--- src/rtl/ibex_clintx_irq_arbiter.sv ---
// CLINTx interrupt arbiter: latches rising edges of up to 32 lines into MIPX and walks one
// interrupt at a time through request, acknowledge and completion. Optional: IBEX_CLINTX_RR_EN.
module ibex_clintx_irq_arbiter #(
  parameter int NumIrqs    = 32,
  parameter int SyncStages = 2
) (
  input  logic               clk_i,
  input  logic               rst_i,
  input  logic [NumIrqs-1:0] irq_x_i,
  input  logic               mie_i,
  input  logic [NumIrqs-1:0] miex_i,
  input  logic [31:0]        mtvecx_i,
  input  logic [NumIrqs-1:0] mipx_clr_i,
  input  logic               irq_ack_i,
  input  logic               irq_complete_i,
  output logic [NumIrqs-1:0] mipx_o,
  output logic               irq_req_o,
  output logic [4:0]         irq_id_o,
  output logic [5:0]         irq_cause_o,
  output logic [31:0]        irq_vec_o,
  output logic               irq_active_o
);

  typedef enum logic [1:0] {StIdle, StReq, StActive} state_e;

  state_e             state_q;
  logic [NumIrqs-1:0] line_sync;
  logic [NumIrqs-1:0] line_q;
  logic [NumIrqs-1:0] hist_q;
  logic [NumIrqs-1:0] rise;
  logic [NumIrqs-1:0] ack_clr;
  logic [31:0]        cand;
  logic [4:0]         winner;
  logic               ack_take;
  logic [6:0]         unused_mtvecx;

  if (SyncStages == 0) begin : g_nosync
    assign line_sync = irq_x_i;
  end else if (SyncStages == 1) begin : g_sync1
    logic [NumIrqs-1:0] sync_q;
    // NOTE: sequential state is always updated with <=, so every flop sees pre-edge values.
    always_ff @(posedge clk_i or posedge rst_i) begin
      if (rst_i) sync_q <= '0;
      else       sync_q <= irq_x_i;
    end
    assign line_sync = sync_q;
  end else begin : g_syncn
    logic [SyncStages-1:0][NumIrqs-1:0] sync_q;
    always_ff @(posedge clk_i or posedge rst_i) begin
      if (rst_i) sync_q <= '0;
      else       sync_q <= {sync_q[SyncStages-2:0], irq_x_i};
    end
    assign line_sync = sync_q[SyncStages-1];
  end

  // The sampled line and its one-cycle history form the edge detector.
  always_ff @(posedge clk_i or posedge rst_i) begin
    if (rst_i) begin
      line_q <= '0;
      hist_q <= '0;
    end else begin
      line_q <= line_sync;
      hist_q <= line_q;
    end
  end

  assign rise     = line_q & ~hist_q;
  assign ack_take = (state_q == StReq) && irq_ack_i;

  for (genvar k = 0; k < NumIrqs; k++) begin : g_ack_clr
    assign ack_clr[k] = ack_take && (irq_id_o == 5'(k));
  end

  // Set has priority over any clear in the same cycle.
  always_ff @(posedge clk_i or posedge rst_i) begin
    if (rst_i) mipx_o <= '0;
    else       mipx_o <= (mipx_o & ~(mipx_clr_i | ack_clr)) | rise;
  end

  // NOTE: always_comb assigns every output a default first, so no path can infer a latch.
  always_comb begin
    cand = '0;
    if (mie_i) cand[NumIrqs-1:0] = mipx_o & miex_i;
  end

`ifdef IBEX_CLINTX_RR_EN
  logic [4:0] last_q;

  always_ff @(posedge clk_i or posedge rst_i) begin
    if (rst_i)         last_q <= '0;
    else if (ack_take) last_q <= irq_id_o;
  end

  // Rotating search from the line after the last acknowledged one.
  always_comb begin
    int  start;
    int  idx;
    logic found;
    winner = '0;
    found  = 1'b0;
    start  = (int'(last_q) + 1 >= NumIrqs) ? 0 : int'(last_q) + 1;
    for (int i = 0; i < NumIrqs; i++) begin
      idx = start + i;
      if (idx >= NumIrqs) idx = idx - NumIrqs;
      if (!found && cand[idx[4:0]]) begin
        found  = 1'b1;
        winner = idx[4:0];
      end
    end
  end
`else
  always_comb begin
    winner = '0;
    for (int i = NumIrqs - 1; i >= 0; i--) begin
      if (cand[i[4:0]]) winner = i[4:0];
    end
  end
`endif

  always_ff @(posedge clk_i or posedge rst_i) begin
    if (rst_i) begin
      state_q      <= StIdle;
      irq_req_o    <= 1'b0;
      irq_active_o <= 1'b0;
      irq_id_o     <= '0;
    end else begin
      case (state_q)
        StIdle: begin
          if (cand != '0) begin
            irq_id_o  <= winner;
            irq_req_o <= 1'b1;
            state_q   <= StReq;
          end
        end
        StReq: begin
          if (irq_ack_i) begin
            irq_req_o    <= 1'b0;
            irq_active_o <= 1'b1;
            state_q      <= StActive;
          end else if (!cand[irq_id_o]) begin
            irq_req_o <= 1'b0;
            state_q   <= StIdle;
          end
        end
        StActive: begin
          if (irq_complete_i) begin
            irq_active_o <= 1'b0;
            state_q      <= StIdle;
          end
        end
        default: state_q <= StIdle;
      endcase
    end
  end

  assign irq_cause_o   = {1'b1, irq_id_o};
  assign irq_vec_o     = {mtvecx_i[31:7], irq_id_o, 2'b00};
  assign unused_mtvecx = mtvecx_i[6:0];

endmodule

--- config.mk ---
export PLATFORM = sky130hd
export DESIGN_NAME = ibex_clintx_irq_arbiter
export DESIGN_NICKNAME = d
export VERILOG_FILES = /design/src/rtl/ibex_clintx_irq_arbiter.sv
export SDC_FILE = /design/constraint.sdc
export NUM_CORES = 1
export LEC_CHECK = 0
export CORE_UTILIZATION = 40
export CTS_CLUSTER_SIZE = 20
export DETAILED_ROUTE_END_ITERATION = 12
export PLACE_DENSITY_LB_ADDON = 0.08
export SKIP_CTS_REPAIR_TIMING = 1
export SYNTH_ARGS = -nofsm -noshare
export SYNTH_HDL_FRONTEND = slang
export SYNTH_SLANG_ARGS = --single-unit
--- constraint.sdc ---
create_clock -name clk_i -period 7.5 [get_ports clk_i]
set_input_delay 1.125 -clock clk_i [delete_from_list [all_inputs] [get_ports clk_i]]
set_output_delay 1.125 -clock clk_i [all_outputs]
set_load 0.03 [all_outputs]
Yosys cells after proc, flatten, opt, wreduce, memory -nomap -nowiden
Index checks and enable logic that the tools add are counted.
Word-level totals
  register bits: 169
  output and inout bits: 77
Operators by class
  order comparisons: 1
  equality and inequality tests: 37
  muxes and demuxes: 47
  bitwise operators: 7
  reductions and logical operators: 42
Operator list (number)
  $mux W5: 32
  $and A32 B32 Y32: 3
  $eq A5 B5 Y1 const B: 16
  $not A32 Y32: 2
  $or A32 B32 Y32: 2
  $eq A5 B4 Y1 const B: 8
  $logic_and A1 B1 Y1: 33
  $mux W32: 1
  $reduce_bool A32 Y1: 1
  $eq A5 B3 Y1 const B: 4
  $eq A5 B2 Y1 const B: 2
  $reduce_and A3 Y1: 3
  $mux W2: 4
  $lt A5 B6 Y1 const B: 1
  $mux W1: 6
  $ne A2 B2 Y1 const B: 3
  $pmux W2 S3: 1
  $bmux W1 S5: 1
  $eq A5 B1 Y1 const B: 1
  $logic_not A5 Y1: 1
  $pmux W1 S2: 2
  $reduce_bool A2 Y1: 2
  $ne A3 B3 Y1 const B: 1
  $eq A2 B1 Y1 const B: 1
  3 further kinds: 3

Logic depth before layout (Yosys ltp)
Gate-level depths: netlist (run 1).
  word-level depth: 34
  gate-level depth with buffers: 8
  depth with buffers taken out: 6

Worst setup path after synthesis (run 1)
OpenSTA, ideal clock, no wires.
  path type: input -> register
  start: input port miex_i[1]
  end: register irq_req_o
  arrival time: 2289 ps
  required time: 7370 ps
  path slack: 5081 ps
  cell stages on the path: 6
  path buffers: 0
  cells stage by stage: a22o_1 -> o41ai_2 -> nand3_2 -> o21ai_4 -> nor2b_1 -> a21oi_1
Between the ends
  word-level cells in the longest chain between the ends: 6
  elaborated cells between the ends (all ways): 8
  classes of those cells: eq/ne: 2; mux: 3; bitwise: 1; reduce/logical: 2
Ends and longest elaborated chain
  from (decl): RTL line 11  | input logic [NumIrqs-1:0] miex_i,
  $and A32 B32 Y32 (*): RTL line 83  | if (mie_i) cand[NumIrqs-1:0] = mipx_o & miex_i;
  $mux W32 (*): RTL line 83
  $bmux W1 S5: RTL line 140  | end else if (!cand[irq_id_o]) begin
  $mux W1 (implied by the code): RTL line 140
  $ne A3 B3 Y1 (no line)
  $reduce_and A3 Y1 (no line) (*)
  to (signal assigned): RTL line 131  | irq_req_o <= 1'b1;
  to (signal assigned): RTL line 137  | irq_req_o <= 1'b0;
  to (signal assigned): RTL line 141  | irq_req_o <= 1'b0;
  to (decl): RTL line 17  | output logic irq_req_o,
Mark *: on every way between the ends. The rest lies on a longest branch, timed or not. The select of a mux whose other input is x is not followed.
A chain may end at the register's enable or synchronous reset.

Worst setup path after layout (run 1)
  start: register irq_id_o[1]
  end: output port irq_id_o[1]
RTL lines
  from (decl): RTL line 18  | output logic [4:0] irq_id_o,
  from (signal assigned): RTL line 130  | irq_id_o <= winner;
No word-level cell between the ends.

==> results of run 1 <==
## worst paths after layout
check	to	slack, ns	depth (start not counted)
setup / recovery	irq_id_o[1]	4.32	1
hold / removal	line_q[2]	0.35	0
setup reg to reg	irq_req_o	5.04	6
hold reg to reg	line_q[2]	0.35	0
max in group asynchronous	line_sync[17]	4.84	3
min in group asynchronous	g_syncn.sync_q[10]	1.23	2
## power groups by stage
stage | clock network, mW | registers (mW) | logic (mW)
after detailed placement | 0 | 1.11 | 0.619
after global routing | 0.967 | 1.11 | 0.668
after floorplan | 0 | 1.12 | 0.378
after global placement | 0 | 1.11 | 0.615
after CTS | 0.931 | 1.09 | 0.621
final | 0.906 | 1.10 | 0.619
## cell usage after synthesis (4+ instances only)
master    count  area (µm²)
a211oi_1      4        30.0
a21oi_1      14        70.1
a22o_1       15         131
a31oi_1       4        25.0
and2_1        4        25.0
buf_2         6        30.0
buf_4        39         293
clkbuf_1      5        18.8
dfrtp_1     169        4230
inv_1        36         135
nand2_1      50         188
nand3_1      14        70.1
nand3b_1      4        30.0
nand4_1       5        31.3
nor2_1        7        26.3
nor2b_1      32         200
o21ai_0      78         390
o22ai_1       7        43.8
## metal layers
metal / track usage [%] / vias up / share of wire (%)
met5: 0 / - / 0
met4: 8.24 / 0 / 2.6
met2: 31.4 / 168 / 48
li1: - / 2096 / -
met1: 25.8 / 2219 / 43
met3: 5.11 / 45 / 5.8
## flip-flops by register name (all words and copies together), names as in the netlist
signal and count:
g_syncn.sync_q 32, hist_q 32, irq_active_o 1, irq_id_o 5, irq_req_o 1, line_q 32, line_sync 32, mipx_o 32
state_q 2
## worst reg2reg max path: stages (launching register included)
cell,delay [ns]
dfrtp_1,0.75
nand2b_1,0.61
o22ai_1,0.18
o2111ai_1,0.27
nand4_1,0.16
a22oi_1,0.24
a21oi_1,0.10
## through the flow
stage | area (µm²) | setup WS (ns) | instances | hold slack [ns] | power (mW)
finish | 8510 | 4.32 | 897 | 0.347 | 2.62
global route | 8510 | 4.28 | 897 | 0.352 | 2.74
CTS | 8510 | 4.32 | 897 | 0.350 | 2.65
global placement | 7890 | 4.30 | 865 | 0.331 | 1.72
detailed placement | 7890 | 4.25 | 865 | 0.335 | 1.73
floorplan | 6450 | 1.80 | 548 | 0.331 | 1.50
## layout make-up
type                    count  area, µm²
fillers                  1372       7320
repair buffers            151       1510
multi-input cells         291       1740
clock inverters            14        185
clock buffers              18        429
inverters                  38        148
well taps                 216        270
flip-flops and latches    169       4230
## logic make-up after synthesis
| kind of cell | synth area share (%) |
|---|---|
| flip-flops | 65.6 |
| AO/OA/AOI/OAI | 16.1 |
| AND/OR/NAND/NOR | 10.3 |
| buffers and inverters | 7.51 |
| other | 0.116 |
| multiplexers | 0.349 |
==> flow_summary.toml, run 1 <==
[floorplanning]
dieWidth_um = 129
core_mm2 = 0.0158
die_h_um = 129
dieArea_mm2 = 0.0166
initial_core_util_pct = 40.7
io_pins = 210
rows = 46

[critical_path]
rr_startpoint = "irq_id_o[0]"
cp_max_fo = 21
cp_top_family = "flip-flops"
critPathSlowestCell = "dfrtp_1"
crit_path_end_kind = "output pin"
worst-setup-path-type = "reg -> out"
cp_num_buf_inv = 1
cp.arrival_ns = 2.06
path_cells = "clkdlybuf4s50_1"
cp-start-kind = "flip-flop"
worstSetupStartpoint = "irq_id_o[1]"
critPathRequiredTime_ns = 6.38
critPathMaxStageDelay_ns = 0.82

[final_layout]
utilization_pct = 53.7
layout-area-overhead-vs-synth_pct = 31.9
layout-drive-gt1-share_pct = 7.34
nNetsFinal = 801
final_cell_mix = "169 x dfrtp_1, 149 x clkdlybuf4s50_1, 78 x o21ai_0"
antenna_cells = 0
final_common_cell = "dfrtp_1"

[yosys]
ys.warnings.count = 0
async_reset_ff_share_pct = 100
synth_edf_count = 0
yosysSeqAreaShare_pct = 65.6
synth_flop_cell = "dfrtp_1"
yosysUniqueCellTypes = 52
syn_inst = 547
synthesis.area_mm2 = 0.00645
ys_ff_latch = 169
syn_area_per_cell_um2 = 11.8

[global_routing]
grt_pass1_vias = 4492
grt.total_usage_pct = 19.8
grt_pass1_wl_mm = 24.1
antenna_found_initial = 0
grt_max_degree = 94
grt_overflow = 0

[cts]
clockBufferDepth = 2
clk_latency_ns = 0.42
root_buffer = "clkbuf_16"
numCtsBuffers = 17
tritoncts = "done"
clk_pin_slew_ns = 0.07
cts.sink_count = 169
cts_max_level = 4

[routing]
wl_mm = 15.3
first_iter_violations = 266
vias_per_cell = 5.05
final_antenna_net_count = 0
post_drt_wl_per_cell_um = 17.1
dr.pass1.iters = 5
vias = 4528
post-route-drc-count = 0

[power]
pwr-share-seq_pct = 41.8
vdd_drop_max_mv = 0.165
clockPowerShare_pct = 34.6
pwr_density_cell_mw_per_mm2 = 308
power_switching_uw = 846
netSwitchingFraction_pct = 32.3
leakagePower_nw = 3.62
power.internal_mw = 1.77
combPwrFrac_pct = 23.6

[timing]
worst_slew_pin_slew_ns = 0.929
setup_viol = 0
fin_crit_sh_pct = 42.4
slew_headroom_pct = 38.1
fin_worst_skew_ns = 0.0107
rsz0062_at_grt = "no"
setup_tns_ns = 0
min_period_ns = 3.18
hold_viol_final = 0
max_freq_mhz = 314
slew_violations = 0

[placed_design]
post-dp-hpwl_mm = 11.1
gp_congestion = 0.865
port_buffers = 149

[outcome]
status = "complete, no violations"

[min_path]
hold_class = "reg -> reg"
min_from = "line_sync[2]"

[job]
cap_violations = 0
Power figures use the tool's default switching activity.
==> inputs of run 2 (changes only) <==
- clock period: 7.5 -> 2.8 ns (I/O delays scaled with it)
==> flow_summary.toml, run 2 (synthesis results as in run 1) <==
[floorplanning]
io_pins = 210
core_mm2 = 0.0158
rows = 46
initial_core_util_pct = 40.7
dieWidth_um = 129
dieArea_mm2 = 0.0166
die_h_um = 129

[critical_path]
cp-start-kind = "flip-flop"
rr_startpoint = "irq_id_o[0]"
worst-setup-path-type = "reg -> out"
critPathSlowestCell = "clkdlybuf4s50_1"
cp_num_buf_inv = 1
critPathMaxStageDelay_ns = 0.80
critPathRequiredTime_ns = 2.38
cp.arrival_ns = 2.01
path_cells = "clkdlybuf4s50_1"
cp_max_fo = 19
worstSetupStartpoint = "irq_id_o[2]"
cp_top_family = "buffers and inverters"
crit_path_end_kind = "output pin"

[routing]
dr.pass1.iters = 4
post_drt_wl_per_cell_um = 17.2
final_antenna_net_count = 0
post-route-drc-count = 0
wl_mm = 15.5
first_iter_violations = 306
vias_per_cell = 5.02
vias = 4521

[final_layout]
nNetsFinal = 805
layout-drive-gt1-share_pct = 7.60
antenna_cells = 0
stdcell_area_mm2 = 0.00854
nFillCells = 1353
layout-area-overhead-vs-synth_pct = 32.5
final_cell_mix = "169 x dfrtp_1, 149 x clkdlybuf4s50_1, 78 x o21ai_0"
final_common_cell = "dfrtp_1"

[cts]
tritoncts = "done"
clk_latency_ns = 0.42
cts_max_level = 4
numCtsBuffers = 17
clockBufferDepth = 2
cts.sink_count = 169
clk_pin_slew_ns = 0.06
root_buffer = "clkbuf_16"

[placed_design]
post-dp-hpwl_mm = 11.4
gp_congestion = 0.877
postPlaceCellArea_mm2 = 0.00795
dp_slack_ns = 0.354
port_buffers = 149

[power]
vdd_drop_max_mv = 0.522
pwr_density_cell_mw_per_mm2 = 816
leakagePower_nw = 3.64
finalPower_mw = 6.97

[global_routing]
antenna_found_initial = 0
grt_overflow = 0
grt_pass1_wl_mm = 24.4
grt_pass1_vias = 4587
grt_max_degree = 117
grt.total_usage_pct = 20.0

[timing]
min_period_ns = 2.43
slew_violations = 0
worst_slew_pin_slew_ns = 0.692
setup_viol = 0
fin_crit_sh_pct = 86.7
hold_viol_final = 0
max_freq_mhz = 412
slew_headroom_pct = 53.8
rsz0062_at_grt = "no"
final.setup.worst_slack_ns = 0.373
fin_worst_skew_ns = 0.00683
setup_tns_ns = 0

[min_path]
min_from = "line_sync[2]"
hold_class = "reg -> reg"

[job]
cap_violations = 0

[outcome]
status = "complete, no violations"
[run 2: cell types whose count changed in the layout (fill, tap and decap cells not counted), sizes merged]
| cell | change |
|---|---|
| clkbuf | +5 |
| clkinvlp | +1 |
| inv | -6 |
| bufinv | -1 |
| buf | +4 |
[run 2: report_power, final]
group	total [mW]	internal, mW	switching [mW]
registers	2.90	2.64	0.257
logic	1.74	0.709	1.03
clock network	2.33	1.41	0.919
total	6.97	4.77	2.21
[run 2: layout make-up]
type / count / area [µm²] / area share (%)
Clock buffer: 23 / 488 / 5.71
Clock inverter: 8 / 110 / 1.29
Tap cell: 216 / 270 / 3.16
Sequential cell: 169 / 4230 / 49.5
Timing Repair Buffer: 155 / 1560 / 18.3
Inverter: 38 / 146 / 1.71
Multi-Input combinational cell: 291 / 1740 / 20.4
[run 2: metal layers]
layer	track usage [%]	share of wire (%)
met4	8.72	1.9
met1	25.7	43
met3	4.57	6.1
met2	32.6	49
met5	0	0
[run 2: path summary, 6_finish.rpt]
path	endpoint	slack (ns)	cells after the start
setup / recovery	irq_id_o[2]	0.37	1
hold / removal	line_q[2]	0.35	0
setup reg to reg	irq_req_o	0.65	7
hold reg to reg	line_q[2]	0.35	0
max in group asynchronous	hist_q[0]	1.74	3
min in group asynchronous	hist_q[26]	0.50	3
[run 2: per-stage QoR]
step | hold WS (ns) | cells | util, %
2_1_floorplan | 0.331 | 548 | -
3_3_place_gp | 0.331 | 869 | 50.2
3_5_place_dp | 0.335 | 869 | 50.2
4_1_cts | 0.346 | 900 | 54.0
5_1_grt | 0.351 | 900 | 54.0
6_report | 0.345 | 900 | 54.0
==> inputs of run 3 (changes only) <==
- GPL_ROUTABILITY_DRIVEN: default -> 1
==> results of run 3 <==
No change in the layout: final DEF, timing and power equal those of run 2.
